[src/rtl/mem_stage_ctrl.sv]
// MEM-stage controller: branch/jump redirect, data-memory request/ready handshake
// with timeout, pipeline stall generation and the MEM/WB pipeline register.
module mem_stage_ctrl #(
    parameter int DW      = 32,
    parameter int TIMEOUT = 64
) (
    input  logic          clk,
    input  logic          rst,
    input  logic          zero_mem,
    input  logic [2:0]    wb_in,
    input  logic [3:0]    m_in,
    input  logic [4:0]    rd_in,
    input  logic [DW-1:0] alu_in,
    input  logic [DW-1:0] wd_in,
    input  logic [DW-1:0] branch_pc_in,
    input  logic [DW-1:0] pc_in,
    input  logic [DW-1:0] jump_addr_in,
    output logic          dmem_req,
    output logic          dmem_we,
    output logic [DW-1:0] dmem_addr,
    output logic [DW-1:0] dmem_wdata,
    input  logic [DW-1:0] dmem_rdata,
    input  logic          dmem_ready,
    output logic          mem_stall,
    output logic [1:0]    pc_src,
    output logic [DW-1:0] pc_target,
    output logic          flush,
    output logic [2:0]    wb_out,
    output logic [4:0]    rd_out,
    output logic [DW-1:0] alu_out,
    output logic [DW-1:0] mdata_out,
    output logic [DW-1:0] pc_out,
    output logic          mem_err
);

    typedef enum logic {ST_IDLE, ST_WAIT} state_t;

    localparam logic [7:0] LAST = 8'(TIMEOUT - 1);

    state_t     state;
    logic [7:0] cnt;
    logic       memop;
    logic       done;
    logic       abort;
    logic       rd_cpl;

    always_comb begin
        memop      = m_in[1] | m_in[0];
        done       = (state == ST_WAIT) && dmem_ready;
        abort      = (state == ST_WAIT) && !dmem_ready && (cnt == LAST);
        rd_cpl     = done && m_in[1] && !m_in[0];
        dmem_req   = (state == ST_WAIT) || memop;
        dmem_we    = dmem_req & m_in[0];
        dmem_addr  = alu_in;
        dmem_wdata = wd_in;
        // dmem_ready is ignored in IDLE, so a memop always stalls at least once
        mem_stall  = (state == ST_IDLE) ? memop : !(dmem_ready || abort);
    end

    // Redirect only once the instruction leaves MEM, never while it is held
    always_comb begin
        pc_src    = 2'b00;
        pc_target = pc_in;
        if (!mem_stall) begin
            if (m_in[3]) begin
                pc_src    = 2'b10;
                pc_target = jump_addr_in;
            end else if (m_in[2] && zero_mem) begin
                pc_src    = 2'b01;
                pc_target = branch_pc_in;
            end
        end
        flush = (pc_src != 2'b00);
    end

    always_ff @(posedge clk) begin
        if (rst) begin
            state     <= ST_IDLE;
            cnt       <= '0;
            mem_err   <= 1'b0;
            wb_out    <= '0;
            rd_out    <= '0;
            alu_out   <= '0;
            mdata_out <= '0;
            pc_out    <= '0;
        end else begin
            case (state)
                ST_IDLE: begin
                    if (memop) begin
                        state <= ST_WAIT;
                        cnt   <= '0;
                    end
                end
                ST_WAIT: begin
                    if (dmem_ready) begin
                        state <= ST_IDLE;
                    end else if (abort) begin
                        state   <= ST_IDLE;
                        mem_err <= 1'b1;
                    end else begin
                        cnt <= cnt + 8'd1;
                    end
                end
                default: state <= ST_IDLE;
            endcase

            // Stalled or aborted accesses enter write-back as a bubble
            wb_out    <= (mem_stall || abort) ? 3'b000 : wb_in;
            rd_out    <= rd_in;
            alu_out   <= alu_in;
            pc_out    <= pc_in;
            mdata_out <= rd_cpl ? dmem_rdata : '0;
        end
    end

endmodule

[config.mk]
export PLATFORM = sky130hd
export DESIGN_NAME = mem_stage_ctrl
export DESIGN_NICKNAME = d
export VERILOG_FILES = /design/src/rtl/mem_stage_ctrl.sv
export SDC_FILE = /design/constraint.sdc
export NUM_CORES = 1
export LEC_CHECK = 0
export CAP_MARGIN = 0
export CORE_AREA = 10 10 152 154
export CTS_CLUSTER_SIZE = 14
export DETAILED_ROUTE_END_ITERATION = 8
export DIE_AREA = 0 0 162 164
export PLACE_DENSITY = 0.66
export SYNTH_ARGS = -nofsm -noshare
export SYNTH_HDL_FRONTEND = slang
export SYNTH_SLANG_ARGS = --single-unit
[constraint.sdc]
create_clock -name clk -period 3.6 [get_ports clk]
set_input_delay 1.08 -clock clk [delete_from_list [all_inputs] [get_ports clk]]
set_output_delay 1.08 -clock clk [all_outputs]
set_load 0.01 [all_outputs]
---- Yosys cells after proc, flatten, opt, wreduce, memory -nomap -nowiden ----
Index checks and enable logic that the tools add are counted.
cells by class
  $add $sub $neg .......................... 1
  eq/ne operators ......................... 4
  mux-type cells .......................... 15
  bitwise gates (word level) .............. 5
  reductions and logical operators ........ 17
operators with widths
  operator                                                               number
  32-bit 2-to-1 mux                                                      3
  8-bit 2-to-1 mux                                                       3
  8-bit one-hot mux with 2 select lines                                  1
  8-bit by 1-bit adder with 8-bit output, second input constant          1
  8-bit by 6-bit equality test with 1-bit output, second input constant  1
  1-bit logical AND                                                      6
  2-bit != test, second input constant                                   3
  3-bit AND reduction                                                    2
  1-bit 2-to-1 mux                                                       5
  2-bit 2-to-1 mux                                                       2
  2-bit OR reduction                                                     2
  1-bit logical NOT                                                      3
  1-bit logical OR                                                       3
  1-bit inverter                                                         3
  1-bit one-hot mux with 2 select lines                                  1
  2-bit nonzero test                                                     1
  1-bit AND                                                              1
  1-bit OR                                                               1
storage, ports and cells
  flip-flop bits (word level) ............. 114
  bits of input ports ..................... 208
  output and inout port bits .............. 207
  word-level logic and storage cells ...... 50

---- Logic depth before layout (Yosys ltp) ----
  word-level depth ........................ 8
  mapped depth ............................ 8
  depth with buffers taken out ............ 5

---- Least setup slack after synthesis ----
Ideal clock, no wire load.
  kind .................................... input to output
  start ................................... input port dmem_ready
  end ..................................... output port pc_target[22]
  arrival ................................. 2.160 ns
  data required time ...................... 2.520 ns
  setup slack ............................. 0.360 ns
  stages on the path ...................... 7
  buffers on the path ..................... 3
  cells stage by stage .................... nand2b_1 > a21o_1 > buf_4 > and3_1 > buf_6 > buf_6 > o221a_2
on the way
  word-level cells in the longest chain between the ends .. 7
RTL lines
  item                            line  source
  start, declared                 23    input logic dmem_ready,
  1-bit logical NOT               50    abort = (state == ST_WAIT) && !dmem_ready && (cnt == LAST);
  1-bit logical AND (2 in a row)  50
  1-bit logical OR (*)            57    mem_stall = (state == ST_IDLE) ? memop : !(dmem_ready || abort);
  1-bit logical NOT (*)           57
  1-bit 2-to-1 mux (*)            57
  32-bit 2-to-1 mux (*)           64    if (!mem_stall) begin
  end, declared                   26    output logic [DW-1:0] pc_target,
Every way passes the cells marked *; elsewhere a longest branch is shown, timed or not.

---- Final worst setup path ----
  start ................................... input port m_in[0]
  end ..................................... output port pc_target[5]
on the way
  word-level cells in the longest chain between the ends .. 3
RTL lines
  item               line  source
  start, declared    11    input logic [3:0] m_in,
  1-bit OR           48    memop = m_in[1] | m_in[0];
  1-bit 2-to-1 mux   57
  32-bit 2-to-1 mux  64
No other way between the ends.

==> impl_results.html <==
<table>
<tr><th>Metric</th><th>Value</th></tr>
<tr><th colspan="2">Power</th></tr>
<tr><td>Power per standard cell area</td><td>432 nW/um^2</td></tr>
<tr><td>Largest vdd supply drop</td><td>0.279 mV</td></tr>
<tr><td>Leak pwr</td><td>3.27 nW</td></tr>
<tr><td>Overall Power</td><td>3.69 mW</td></tr>
<tr><th colspan="2">Layout</th></tr>
<tr><td>Signed area change from the synthesized netlist to the final layout</td><td>86.4%</td></tr>
<tr><td>Layout filler cell count</td><td>1964</td></tr>
<tr><td>Multi-input gate area in the final layout</td><td>1670 sq um</td></tr>
<tr><td>Sequential cell area</td><td>2280 sq um</td></tr>
<tr><td>Total Nets Final</td><td>940</td></tr>
<tr><td>Fraction of final layout cells sized beyond drive strength 1</td><td>17.3%</td></tr>
<tr><td>Antenna Diode Count</td><td>0</td></tr>
<tr><td>Most common cell after layout, fill and taps aside</td><td>sky130_fd_sc_hd__clkdlybuf4s50_1</td></tr>
<tr><td>Commonest cells after routing, fill and taps aside</td><td>sky130_fd_sc_hd__clkdlybuf4s50_1 (307), sky130_fd_sc_hd__dfxtp_1 (114), sky130_fd_sc_hd__nor2b_1 (71), sky130_fd_sc_hd__nand4b_1 (34), sky130_fd_sc_hd__and2_1 (32)</td></tr>
<tr><td>Layout Utilization</td><td>42.6%</td></tr>
<tr><td>Non-Filler Cell Area, Final</td><td>8540 sq um</td></tr>
<tr><th colspan="2">STA</th></tr>
<tr><td>Maximum achievable frequency</td><td>0.285 GHz</td></tr>
<tr><td>Clock Skew</td><td>0.00529 ns</td></tr>
<tr><td>Worst slew pin tran</td><td>0.723 ns</td></tr>
<tr><td>Final hold viol count</td><td>0</td></tr>
<tr><td>Unrepaired setup endpoints after global routing</td><td>no</td></tr>
<tr><td>Final Max Tran Viols</td><td>0</td></tr>
<tr><td>Final critical path time including I/O delays and setup</td><td>3.51 ns</td></tr>
<tr><td>Final critical-path share of the clock period</td><td>97.6%</td></tr>
<tr><td>Slew headroom</td><td>51.8%</td></tr>
<tr><td>Final critical-path setup slack</td><td>0.0874 ns</td></tr>
<tr><td>Final setup viols</td><td>0</td></tr>
<tr><th colspan="2">Place</th></tr>
<tr><td>Last weighted congestion value of the routability-driven placer</td><td>0.794</td></tr>
<tr><td>HPWL after detailed placement</td><td>17100 microns</td></tr>
<tr><td>Pre-CTS setup slack</td><td>-0.575 ns</td></tr>
<tr><td>Cell area after placement</td><td>7930 sq um</td></tr>
<tr><td>Quantity of I/O buffers inserted on ports</td><td>350</td></tr>
<tr><th colspan="2">Yosys</th></tr>
<tr><td>Asr flop ratio synth</td><td>0%</td></tr>
<tr><td>Post-synthesis register bit count</td><td>114</td></tr>
<tr><td>Ranking of synthesized cells by area</td><td>sky130_fd_sc_hd__dfxtp_1 (50%), sky130_fd_sc_hd__buf_4 (11%), sky130_fd_sc_hd__nor2b_1 (9.7%)</td></tr>
<tr><td>Number of synthesized flops with an enable pin</td><td>0</td></tr>
<tr><td>Sequential cell area fraction in the yosys report</td><td>49.8%</td></tr>
<tr><td>Top_reg_cell synth</td><td>sky130_fd_sc_hd__dfxtp_1</td></tr>
<tr><td>Synth top area share</td><td>49.8%</td></tr>
<tr><td>Synthesized cell area</td><td>4580 sq um</td></tr>
<tr><td>Post-Synthesis Net Count</td><td>643</td></tr>
<tr><td>Mean cell area of the mapped netlist</td><td>10.6 sq um</td></tr>
<tr><td>Number of distinct standard cells referenced by the synthesized netlist</td><td>34</td></tr>
<tr><td>Cell accounting for the most synthesized area</td><td>sky130_fd_sc_hd__dfxtp_1</td></tr>
<tr><td>Number of standard cells after synthesis</td><td>434</td></tr>
<tr><td>Syn. warnings</td><td>0</td></tr>
<tr><th colspan="2">Worst setup path</th></tr>
<tr><td>Launching element of the worst setup path</td><td>m_in[0]</td></tr>
<tr><td>Critical path buffers and inverters</td><td>4</td></tr>
<tr><td>Worst path depth</td><td>7</td></tr>
<tr><td>Slowest CP cell</td><td>sky130_fd_sc_hd__dlygate4sd2_1</td></tr>
<tr><td>Crit path kind</td><td>primary input to output pin</td></tr>
<tr><td>Crit path required time</td><td>2.52 ns</td></tr>
<tr><td>Critical R2R Launch</td><td>cnt[1]</td></tr>
<tr><td>Maximum fanout count along the critical path</td><td>20</td></tr>
<tr><td>Cell depth of the worst flop-to-flop path</td><td>8</td></tr>
<tr><td>Reg-to-reg setup timing slack</td><td>1.58 ns</td></tr>
<tr><td>CP endpoint kind</td><td>output pin</td></tr>
<tr><td>CP Capture Point</td><td>pc_target[5]</td></tr>
<tr><td>Critical path startpoint category</td><td>primary input</td></tr>
<tr><td>Cell-by-cell trace of the critical path</td><td>dlygate4sd2_1 &gt; o21bai_4 &gt; buf_4 &gt; buf_4 &gt; nand4b_1 &gt; o221a_2 &gt; buf_6</td></tr>
<tr><td>Cell family with the largest share of critical-path delay</td><td>buffers and inverters</td></tr>
<tr><td>Top cell by count, worst path</td><td>sky130_fd_sc_hd__buf_4</td></tr>
<tr><td>Reg2Reg Capture Point</td><td>cnt[5]</td></tr>
<tr><td>Worst endpoint data arrival time</td><td>2.43 ns</td></tr>
<tr><td>Worst path max stage delay</td><td>0.27 ns</td></tr>
<tr><th colspan="2">Clock tree</th></tr>
<tr><td>Hold bufs inserted after CTS</td><td>0</td></tr>
<tr><td>Depth of the CTS H-tree</td><td>4</td></tr>
<tr><td>Clock network latency to the later pin of the worst-skew pair</td><td>0.41 ns</td></tr>
<tr><td>CTS buffer count</td><td>17</td></tr>
<tr><td>Clock tree from TritonCTS</td><td>yes</td></tr>
<tr><td>Cell at the root of the clock tree</td><td>sky130_fd_sc_hd__clkbuf_16</td></tr>
<tr><td>Clock transition time at the flip-flop clock pins of the worst setup and hold paths</td><td>0.06 ns</td></tr>
<tr><td># clock sinks</td><td>114</td></tr>
<tr><td>Maximum root-to-sink buffer count</td><td>2</td></tr>
<tr><th colspan="2">Routing</th></tr>
<tr><td>Pre-antenna DRT Iters</td><td>4</td></tr>
<tr><td>Met3 Routed Length</td><td>1930 microns</td></tr>
<tr><td>Met2 wire len</td><td>11200 microns</td></tr>
<tr><td>Highest Signal Layer</td><td>met5</td></tr>
<tr><td>Total number of vias</td><td>4271</td></tr>
<tr><td>Count of nets left with antenna violations after detail routing</td><td>0</td></tr>
<tr><td>Routed length on met1</td><td>7740 microns</td></tr>
<tr><td>DRC viols</td><td>0</td></tr>
<tr><td>1st-iter DRT viols</td><td>199</td></tr>
<tr><td>Wire per inst</td><td>21.3 microns</td></tr>
<tr><td>Total routed wirelength</td><td>21600 microns</td></tr>
<tr><td>Via density</td><td>4.21</td></tr>
<tr><th colspan="2">Global routing</th></tr>
<tr><td>Antenna violations before repair</td><td>2</td></tr>
<tr><td>Global-route usage over all layers</td><td>15.6%</td></tr>
<tr><td>Pin count of the biggest net entering global routing</td><td>45</td></tr>
<tr><td>First-pass GRT wire length</td><td>30500 microns</td></tr>
<tr><td>Number of global-route vias before repair</td><td>4545</td></tr>
<tr><td>Gr ovfl total</td><td>0</td></tr>
<tr><th colspan="2">Die</th></tr>
<tr><td>Number of placement rows</td><td>52</td></tr>
<tr><td>I/O pins</td><td>415</td></tr>
<tr><td>Placeable core region</td><td>20000 sq um</td></tr>
<tr><td>DIE AREA</td><td>26600 sq um</td></tr>
<tr><td>Die height</td><td>164 microns</td></tr>
<tr><td>Die width</td><td>162 microns</td></tr>
<tr><td>Effective utilization at floorplan</td><td>22.9%</td></tr>
<tr><th colspan="2">Run</th></tr>
<tr><td>Number of violations of the max-capacitance limit</td><td>0</td></tr>
<tr><th colspan="2">Run status</th></tr>
<tr><td>Outcome</td><td>finished, final reports clean</td></tr>
<tr><th colspan="2">Worst hold path</th></tr>
<tr><td>Worst hold-check path type</td><td>register to register</td></tr>
</table>
-- stage by stage --
step | hold slack, ns | std cells | TNS [ns]
2_1_floorplan | 0.465 | 434 | 0
5_1_grt | 0.530 | 1014 | 0
4_1_cts | 0.484 | 1015 | 0
3_3_place_gp | 0.458 | 975 | -17.84
6_report | 0.476 | 1014 | 0
3_5_place_dp | 0.465 | 975 | -18.58
-- cell usage after synthesis (2+ instances only) --
master	count
sky130_fd_sc_hd__a21oi_1	6
sky130_fd_sc_hd__clkbuf_1	20
sky130_fd_sc_hd__buf_2	4
sky130_fd_sc_hd__nand4b_1	34
sky130_fd_sc_hd__and2_1	32
sky130_fd_sc_hd__a211o_1	2
sky130_fd_sc_hd__and3_1	5
sky130_fd_sc_hd__nor3_1	2
sky130_fd_sc_hd__xor2_1	2
sky130_fd_sc_hd__buf_6	7
sky130_fd_sc_hd__nand2b_1	3
sky130_fd_sc_hd__or3_1	2
sky130_fd_sc_hd__inv_1	2
sky130_fd_sc_hd__o221a_1	3
sky130_fd_sc_hd__nor2b_1	71
sky130_fd_sc_hd__nor2_1	8
sky130_fd_sc_hd__o31ai_1	2
sky130_fd_sc_hd__nand3_1	5
sky130_fd_sc_hd__dfxtp_1	114
sky130_fd_sc_hd__nand2_1	4
sky130_fd_sc_hd__buf_4	65
sky130_fd_sc_hd__o221a_2	29
-- worst reg2reg max path, stage by stage, from the launching register on --
cell and delay, ns:
sky130_fd_sc_hd__dfxtp_1 0.35, sky130_fd_sc_hd__ha_1 0.22, sky130_fd_sc_hd__nor3b_2 0.17, sky130_fd_sc_hd__a21o_1 0.21, sky130_fd_sc_hd__buf_6 0.13, sky130_fd_sc_hd__buf_4 0.13, sky130_fd_sc_hd__buf_8 0.15, sky130_fd_sc_hd__or4_1 0.46
sky130_fd_sc_hd__a21oi_1 0.14
-- report_power, final --
| group | total (mW) | switching [mW] | internal, mW |
|---|---|---|---|
| Combinational | 0.687 | 0.266 | 0.421 |
| Sequential | 1.32 | 0.0133 | 1.31 |
| Clock | 1.68 | 0.696 | 0.984 |
| Total | 3.69 | 0.975 | 2.71 |
-- area by class of cell --
cell class                      instances  area share (%)
Timing Repair Buffer                  375            42.8
Sequential cell                       114            26.7
Multi-Input combinational cell        221            19.6
Clock buffer                           17            4.98
Tap cell                              270            3.96
Clock inverter                         15            1.89
Inverter                                2          0.0879
-- flip-flops by register name (all words and copies together), names as in the netlist --
name       cells
alu_out       32
mdata_out     32
pc_out        32
cnt            8
rd_out         5
wb_out         3
mem_err        1
state          1
-- layer usage --
metal / GRT usage (%) / up-vias
met5: 0 / -
met4: 7.15 / 4
met3: 6.46 / 56
met2: 28.0 / 227
met1: 15.4 / 1956
li1: - / 2028
-- worst min path at each step --
stage | from | endpoint | slack [ns] | cells past startpoint
final | mem_err | mem_err | 0.48 | 2
after global routing | mem_err | mem_err | 0.53 | 2
after CTS | mem_err | mem_err | 0.48 | 2
after detailed placement | mem_err | mem_err | 0.47 | 2
after global placement | mem_err | mem_err | 0.46 | 2
after floorplan | cnt[5] | cnt[5] | 0.46 | 2
-- repair_timing --
action	in CTS	in global routing
cloned	3	0
resized for setup	157	5
setup endpoints to repair	37	29
buffers inserted	5	0
pin swaps	4	2
-- cells by family after synthesis --
| kind of cell | count (synthesis) | synth area share, % |
|---|---|---|
| and+or+nand+nor | 171 | 24.7 |
| DFF | 114 | 49.8 |
| muxes | 1 | 0.219 |
| buffers and inverters | 99 | 14.7 |
| adders and majority gates | 1 | 0.273 |
| xor gates and xnor gates | 3 | 0.574 |
| AOI/OAI and AO/OA | 45 | 9.67 |
No activity file was read; power rests on OpenSTA's default activity.
